File: config.mk
export PLATFORM = sky130hd
export DESIGN_NAME = count_change_monitor
export DESIGN_NICKNAME = d
export VERILOG_FILES = /design/src/rtl/count_mon_pkg.sv /design/src/rtl/cm_event_fifo.sv /design/src/rtl/count_change_monitor.sv
export SDC_FILE = /design/constraint.sdc
export NUM_CORES = 1
export LEC_CHECK = 0
export ABC_AREA = 1
export CAP_MARGIN = 5
export CORE_MARGIN = 8
export CORE_UTILIZATION = 55
export DETAILED_ROUTE_END_ITERATION = 10
export PLACE_DENSITY = 0.83
export RECOVER_POWER = 50
export SLEW_MARGIN = 10
export SYNTH_ARGS = -nofsm -noshare
export SYNTH_HDL_FRONTEND = slang
export SYNTH_SLANG_ARGS = --single-unit
File: constraint.sdc
create_clock -name clk -period 2.59 [get_ports clk]
set_input_delay 0.518 -clock clk [delete_from_list [all_inputs] [get_ports clk]]
set_output_delay 0.518 -clock clk [all_outputs]
set_load 0.05 [all_outputs]
File: src/rtl/count_mon_pkg.sv
// Shared types and constants for the count change monitor.
// Event records are packed {prev, curr, run}, with prev in the MSBs.
package count_mon_pkg;

  localparam int unsigned DefWidth = 4;
  localparam int unsigned DefDepth = 4;
  localparam int unsigned DefRunW  = 8;

  typedef enum logic {
    StPrime,
    StRun
  } prime_state_e;

  function automatic int unsigned clog2(input int unsigned value);
    int unsigned res;
    res = 0;
    while ((32'd1 << res) < value) begin
      res++;
    end
    return res;
  endfunction

  function automatic int unsigned rec_width(input int unsigned width, input int unsigned run_w);
    return 2 * width + run_w;
  endfunction

endpackage

File: src/rtl/cm_event_fifo.sv
// Synchronous show-ahead FIFO for event records.
// A push while full is accepted only when a pop frees the slot on the same edge.
module cm_event_fifo
  import count_mon_pkg::*;
#(
  parameter int unsigned DataW = rec_width(DefWidth, DefRunW),
  parameter int unsigned Depth = DefDepth,
  localparam int unsigned PtrW = clog2(Depth) + 1
) (
  input  logic             clk,
  input  logic             rst,
  input  logic             push,
  input  logic [DataW-1:0] wdata,
  input  logic             pop,
  output logic [DataW-1:0] rdata,
  output logic             full,
  output logic             empty,
  output logic [PtrW-1:0]  level
);

  logic [DataW-1:0] mem_q [Depth];
  logic [PtrW-1:0]  wr_ptr_q, rd_ptr_q, level_q, level_d;
  logic             do_push, do_pop;

  assign empty   = (wr_ptr_q == rd_ptr_q);
  assign full    = (wr_ptr_q[PtrW-1] != rd_ptr_q[PtrW-1]) &&
                   (wr_ptr_q[PtrW-2:0] == rd_ptr_q[PtrW-2:0]);
  assign do_pop  = pop && !empty;
  assign do_push = push && (!full || do_pop);
  assign rdata   = mem_q[rd_ptr_q[PtrW-2:0]];
  assign level   = level_q;

  always_comb begin
    level_d = level_q;
    unique case ({do_push, do_pop})
      2'b10:   level_d = level_q + PtrW'(1);
      2'b01:   level_d = level_q - PtrW'(1);
      default: level_d = level_q;
    endcase
  end

  always_ff @(posedge clk or negedge rst) begin
    if (!rst) begin
      wr_ptr_q <= '0;
      rd_ptr_q <= '0;
      level_q  <= '0;
    end else begin
      if (do_push) wr_ptr_q <= wr_ptr_q + PtrW'(1);
      if (do_pop)  rd_ptr_q <= rd_ptr_q + PtrW'(1);
      level_q <= level_d;
    end
  end

  // Storage needs no reset: reads are masked by empty at the top level.
  always_ff @(posedge clk) begin
    if (do_push) mem_q[wr_ptr_q[PtrW-2:0]] <= wdata;
  end

endmodule

File: src/rtl/count_change_monitor.sv
// Samples a counter every edge and queues {prev, curr, run} records on each value change.
// The first edge after reset only primes the reference value, so resets never emit events.
module count_change_monitor
  import count_mon_pkg::*;
#(
  parameter int unsigned WIDTH = DefWidth,
  parameter int unsigned DEPTH = DefDepth,
  parameter int unsigned RUN_W = DefRunW
) (
  input  logic               clk,
  input  logic               rst,
  input  logic [WIDTH-1:0]   count_in,
  output logic               ev_valid,
  input  logic               ev_ready,
  output logic [WIDTH-1:0]   ev_prev,
  output logic [WIDTH-1:0]   ev_curr,
  output logic [RUN_W-1:0]   ev_run,
  output logic [clog2(DEPTH):0] level,
  output logic               overflow,
  input  logic               clr_ovf
);

  localparam int unsigned RecW = rec_width(WIDTH, RUN_W);

  prime_state_e     state_q, state_d;
  logic [WIDTH-1:0] prev_q, prev_d;
  logic [RUN_W-1:0] run_q, run_d;
  logic             ovf_q, ovf_d;
  logic             push, pop, drop, full, empty;
  logic [RecW-1:0]  wdata, rdata;

  always_comb begin
    state_d = state_q;
    prev_d  = prev_q;
    run_d   = run_q;
    push    = 1'b0;
    unique case (state_q)
      StPrime: begin
        state_d = StRun;
        prev_d  = count_in;
        run_d   = RUN_W'(1);
      end
      StRun: begin
        if (count_in != prev_q) begin
          push   = 1'b1;
          prev_d = count_in;
          run_d  = RUN_W'(1);
        end else if (run_q != '1) begin
          run_d = run_q + RUN_W'(1);
        end
      end
      default: state_d = StPrime;
    endcase
  end

  assign wdata = {prev_q, count_in, run_q};
  assign pop   = ev_valid && ev_ready;
  assign drop  = push && full && !pop;

  // A drop on the same edge as a clear keeps the flag set.
  always_comb begin
    ovf_d = ovf_q;
    if (drop) begin
      ovf_d = 1'b1;
    end else if (clr_ovf) begin
      ovf_d = 1'b0;
    end
  end

  always_ff @(posedge clk or negedge rst) begin
    if (!rst) begin
      state_q <= StPrime;
      prev_q  <= '0;
      run_q   <= '0;
      ovf_q   <= 1'b0;
    end else begin
      state_q <= state_d;
      prev_q  <= prev_d;
      run_q   <= run_d;
      ovf_q   <= ovf_d;
    end
  end

  cm_event_fifo #(
    .DataW(RecW),
    .Depth(DEPTH)
  ) u_fifo (
    .clk  (clk),
    .rst  (rst),
    .push (push),
    .wdata(wdata),
    .pop  (pop),
    .rdata(rdata),
    .full (full),
    .empty(empty),
    .level(level)
  );

  assign ev_valid = !empty;
  assign overflow = ovf_q;

  always_comb begin
    {ev_prev, ev_curr, ev_run} = '0;
    if (ev_valid) begin
      {ev_prev, ev_curr, ev_run} = rdata;
    end
  end

endmodule
# After elaboration in Yosys (flattened, before gate mapping)
# Memory sizes are Yosys's and may differ from the RTL's.
# Index checks and enable logic that the tools add are counted.
# W data, S select, Z words.
[classes] n_mux=15 n_reduce_logical=12 eq_ne=9 addsub=5 n_bitwise=1
[ops] operator="$mux W8" n=3
[ops] operator="$pmux W8 S2" n=1
[ops] operator="$mux W4" n=3
[ops] operator="$add A3 B1 Y3 const B" n=3
[ops] operator="$add A8 B1 Y8 const B" n=1
[ops] operator="$ne A8 B8 Y1 const B" n=1
[ops] operator="$pmux W4 S2" n=1
[ops] operator="$logic_and A1 B1 Y1" n=6
[ops] operator="$mux W1" n=6
[ops] operator="$pmux W3 S2" n=1
[ops] operator="$ne A4 B4 Y1" n=1
[ops] operator="$reduce_bool A2 Y1" n=2
[ops] operator="$eq A3 B3 Y1" n=1
[ops] operator="$logic_not A1 Y1" n=3
[ops] operator="$ne A3 B1 Y1 const B" n=1
[ops] operator="$sub A3 B1 Y3 const B" n=1
[ops] operator="$eq A2 B1 Y1 const B" n=1
[ops] operator="$eq A2 B2 Y1" n=1
[ops] operator="$eq A2 B2 Y1 const B" n=1
[ops] operator="$ne A2 B1 Y1 const B" n=1
[ops] operator="$logic_or A1 B1 Y1" n=1
[ops] operator="$ne A1 B1 Y1" n=1
[ops] operator="$not A1 Y1" n=1
[word_totals] register_bits=23 elab_cells=50 memories=1 ram_bits=64
[memory_table] memory="u_fifo.mem_q" depth=4 width=16 rd=1 rd_ports_with_merged_regs=0 wr=1 line="cm_event_fifo.sv:21" rtl="logic [DataW-1:0] mem_q [Depth];"

# Logic depth before layout (Yosys ltp)
[depth] depth_word=8 ltp_mapped=14 ltp_nobuf=13

# Modules after synthesis
# From an unflattened synthesis, not the netlist that was laid out.
[unflattened] cells_unflattened=370 hier_area_um2=3961.3
[modules_own_cells] module="cm_event_fifo" cells_each=229 area_per_inst_um2=3012.9 n_inst=1 seq_area_each_um2=2147.1
[modules_own_cells] module="count_change_monitor" cells_each=141 area_per_inst_um2=948.4 n_inst=1 seq_area_each_um2=350.3

# Worst setup path after synthesis
# OpenSTA, ideal clock, no wires.
[synth_path] path_type="input port to flip-flop" startpoint="in count_in[1]" endpoint="mem u_fifo.mem_q[0][0] in the netlist's numbering (enable)" cell_stages=9 arrival_ns=1.856 required_ns=2.201 path_slack_ns=0.345 cell_sequence="inv_1 > nand2_1 > nand2_1 > nor2_1 > nand2_1 > nand2_1 > nor2_4 > inv_1 > nor2_1"
[synth_via] elab_chain_len=6
[synth_rtl] element="start, declared" line="count_change_monitor.sv:12" rtl="input logic [WIDTH-1:0] count_in,"
[synth_rtl] element="$ne A4 B4 Y1" line="count_change_monitor.sv:44" rtl="if (count_in != prev_q) begin"
[synth_rtl] element="$mux W1" line="count_change_monitor.sv:44"
[synth_rtl] element="$mux W1" line="count_change_monitor.sv:37" rtl="unique case (state_q)"
[synth_rtl] element="$logic_and A1 B1 Y1" line="cm_event_fifo.sv:29" rtl="assign do_push = push && (!full || do_pop);"
[synth_rtl] element="$mux W1" line="cm_event_fifo.sv:56" rtl="if (do_push) mem_q[wr_ptr_q[PtrW-2:0]] <= wdata;"
[synth_rtl] element="$mux W1 (implied by the code)" line="cm_event_fifo.sv:56"
[synth_rtl] element="end, declared" line="cm_event_fifo.sv:21"
# No other way between the ends.

# Final worst setup path
[layout_path] startpoint="in count_in[2]" endpoint="mem u_fifo.mem_q[0][4] in the netlist's numbering (enable)"
# Same word-level chain as after synthesis.

==> results.yml <==
setup_path:
  crit_end: "u_fifo.mem_q[0][4]"
  reg2regPathDepth: 13
  endpoint_kind: "flop"
  timing.rr.end: "u_fifo.level[2]"
  r2r_setup_slack_ns: 0.26
  crit_required_ns: 2.64
  critical_path_class: "in -> reg"
  cp-startpoint: "count_in[2]"
  critical_path_arrival_ns: 2.44
  startpoint_type: "input pin"
  crit_path_max_fanout: 11
  rr_startpoint: "u_fifo.rd_ptr_q[0]"
placed_design:
  dp.cells: 457
  placed_area_sq_mm: 0.00439
  dp_slack_ns: -0.0466
  io_buffers: 28
  hpwl_um: 5030
  gp_congestion: 0.828
yosys:
  synth_top_area_cell: "edfxtp_1"
  synth_nets: 363
  synthDistinctLibCells: 29
  avgSynthCellArea_sq_um: 10.8
  synth-main-ff-cell: "edfxtp_1"
  synth_top_cell_area_share_pct: 51.0
  synth_area_leaders: "edfxtp_1 (51%), dfrtp_1 (15%), o21ai_0 (5.3%), nand2_1 (5.2%), inv_1 (4.8%)"
  synthArstFlopShare_pct: 26.4
  yosysSeqAreaShare_pct: 66.3
  synthesis.instances: 348
  synth_edf_count: 64
  synth.yosys.warnings: 0
  syn-cell-area_sq_mm: 0.00377
  ys_ff_latch: 87
cells_and_area:
  final_common_cell: "edfxtp_1"
  area_growth_pct: 22.2
  stdcell_count: 473
  layout.nets: 403
  fillers: 448
  multi_input_comb_area_sq_mm: 0.00101
  final_cell_mix: "edfxtp_1 (64), nand2_1 (53), inv_1 (48), nor2_1 (44), o21ai_0 (40)"
  n_antenna_cell: 0
  regArea_sq_mm: 0.00250
  postLayoutCellArea_sq_mm: 0.00461
  drive_above_1_share_pct: 14.2
clock_tree:
  htree_levels: 3
  clk_path_buf_depth: 2
  cts_buffers: 9
  cts_tree: "built"
  clkSinkCount: 87
  post-cts-setup-buffers: 0
  clkLatencyLatePin_ns: 0.35
  cts_resized: 0
  clk_pin_slew_ns: 0.08
  cts_root_buf: "clkbuf_8"
  postCtsHoldBufs: 0
sta:
  max_freq_mhz: 418
  finalCriticalPeriod_ns: 2.39
  report.final.slew_viol_count: 0
  worst_pin_slew_ns: 1.32
  final_hold_viol_count: 0
  timing.setup.tns_ns: 0
  skew_ns: 0.00655
  setup_viol: 0
  holdWs_ns: 0.504
  slew_headroom_pct: 12.0
  fin_crit_sh_pct: 92.4
  postLayoutSetupSlackWorst_ns: 0.198
  rsz0062_at_grt: "no"
global_route:
  grt_pass1_wl_um: 12400
  grtUsageTotal_pct: 16.2
  antenna_found_initial: 0
  grt_max_degree: 24
  grt-ovfl-total: 0
  grt_pass1_vias: 2648
drt:
  first_iter_violations: 102
  post-route-drc-count: 0
  ant_nets: 0
  wl_per_cell_um: 15.5
  routed_wl_um: 7360
  vias: 2508
  via_per_inst: 5.30
  dr.pass1.iters: 5
die:
  die_w_um: 98.8
  ios: 29
  start_util_pct: 56.1
  dieArea_sq_mm: 0.00976
  rows: 30
  core_sq_mm: 0.00672
  die_h_um: 98.8
power:
  peakVddDrop_uv: 746
  power.density_mw_per_mm2: 1420
  leakage_uw: 0.00192
hold_path:
  min_path_type: "reg -> reg"
run:
  cap_violations: 0
run_status:
  status: "finished, final reports clean"
## logic make-up (layout without fill, tap and decap cells)
family,Yosys count,count (layout),share of synthesized area [%]
AOI/OAI and AO/OA,65,65,9.40
buffers and inverters,65,110,6.61
other,1,1,0.0995
adders and majority gates,7,7,2.52
DFF,87,87,66.3
and+or+nand+nor,118,118,13.9
xor gates and xnor gates,5,5,1.16
## worst max-delay path, cell delays in order
cell and delay [ns]:
dlygate4sd3_1 0.68, nand2_1 0.12, nand2_1 0.08, nor2_1 0.06, nand2_1 0.10, nand2_1 0.11
clkbuf_1 0.16, nor2_4 0.13, inv_1 0.09, nor2_1 0.15, buf_4 0.24
## sequential cells by signal, summed over array words and instances, names as in the netlist
register,cells
overflow,1
prev_q,4
run_q,8
state_q,1
u_fifo.rd_ptr_q,3
u_fifo.wr_ptr_q,3
u_fifo.level,3
u_fifo.mem_q,64
## stage by stage
step / total power (uW) / util (%)
2_1_floorplan: 3910 / -
3_3_place_gp: 5410 / 65.3
3_5_place_dp: 5500 / 65.3
4_1_cts: 6600 / 68.8
5_1_grt: 6900 / 68.6
6_report: 6530 / 68.6
## how the worst min path moves through the flow
stage / startpoint / end / slack (ns) / cells past startpoint
finish: u_fifo.level[0] / u_fifo.level[0] / 0.50 / 1
global route: u_fifo.level[0] / u_fifo.level[0] / 0.52 / 1
CTS: u_fifo.level[0] / u_fifo.level[0] / 0.51 / 1
detailed placement: u_fifo.level[0] / u_fifo.level[0] / 0.50 / 1
global placement: u_fifo.level[0] / u_fifo.level[0] / 0.49 / 1
floorplan: rst / overflow / 0.22 / 0
## synth_stat cells, types with 2 or more instances
master	instances
nor2_1	44
nand2_4	3
buf_2	2
o22ai_1	16
ha_1	6
inv_2	2
clkbuf_1	12
edfxtp_1	64
nand2_1	52
nand3_1	10
a31oi_1	2
nand2_2	3
inv_1	48
a21oi_1	4
dfrtp_1	23
o21ai_0	40
xor2_1	5
## power breakdown
group          total [uW]  internal (uW)  switching, uW
clock network        1090            637            451
registers            1880           1770            109
logic                3570           1420           2150
total                6530           3820           2710
## cell type report
class | count | area share (%)
repair buffers | 43 | 12.2
well taps | 80 | 2.17
inverters | 51 | 4.21
clock buffers | 10 | 2.77
multi-input cells | 196 | 22.0
flip-flops and latches | 87 | 54.2
clock inverters | 6 | 2.36
## metal layers
metal | vias to the layer above | global-route usage, % | wire, um
li1 | 1235 | - | -
met4 | 0 | 9.33 | 148
met2 | 52 | 29.1 | 3980
met5 | - | 0 | 0
met1 | 1208 | 17.3 | 2880
met3 | 13 | 3.17 | 345
(Power assumes the default switching activity.)
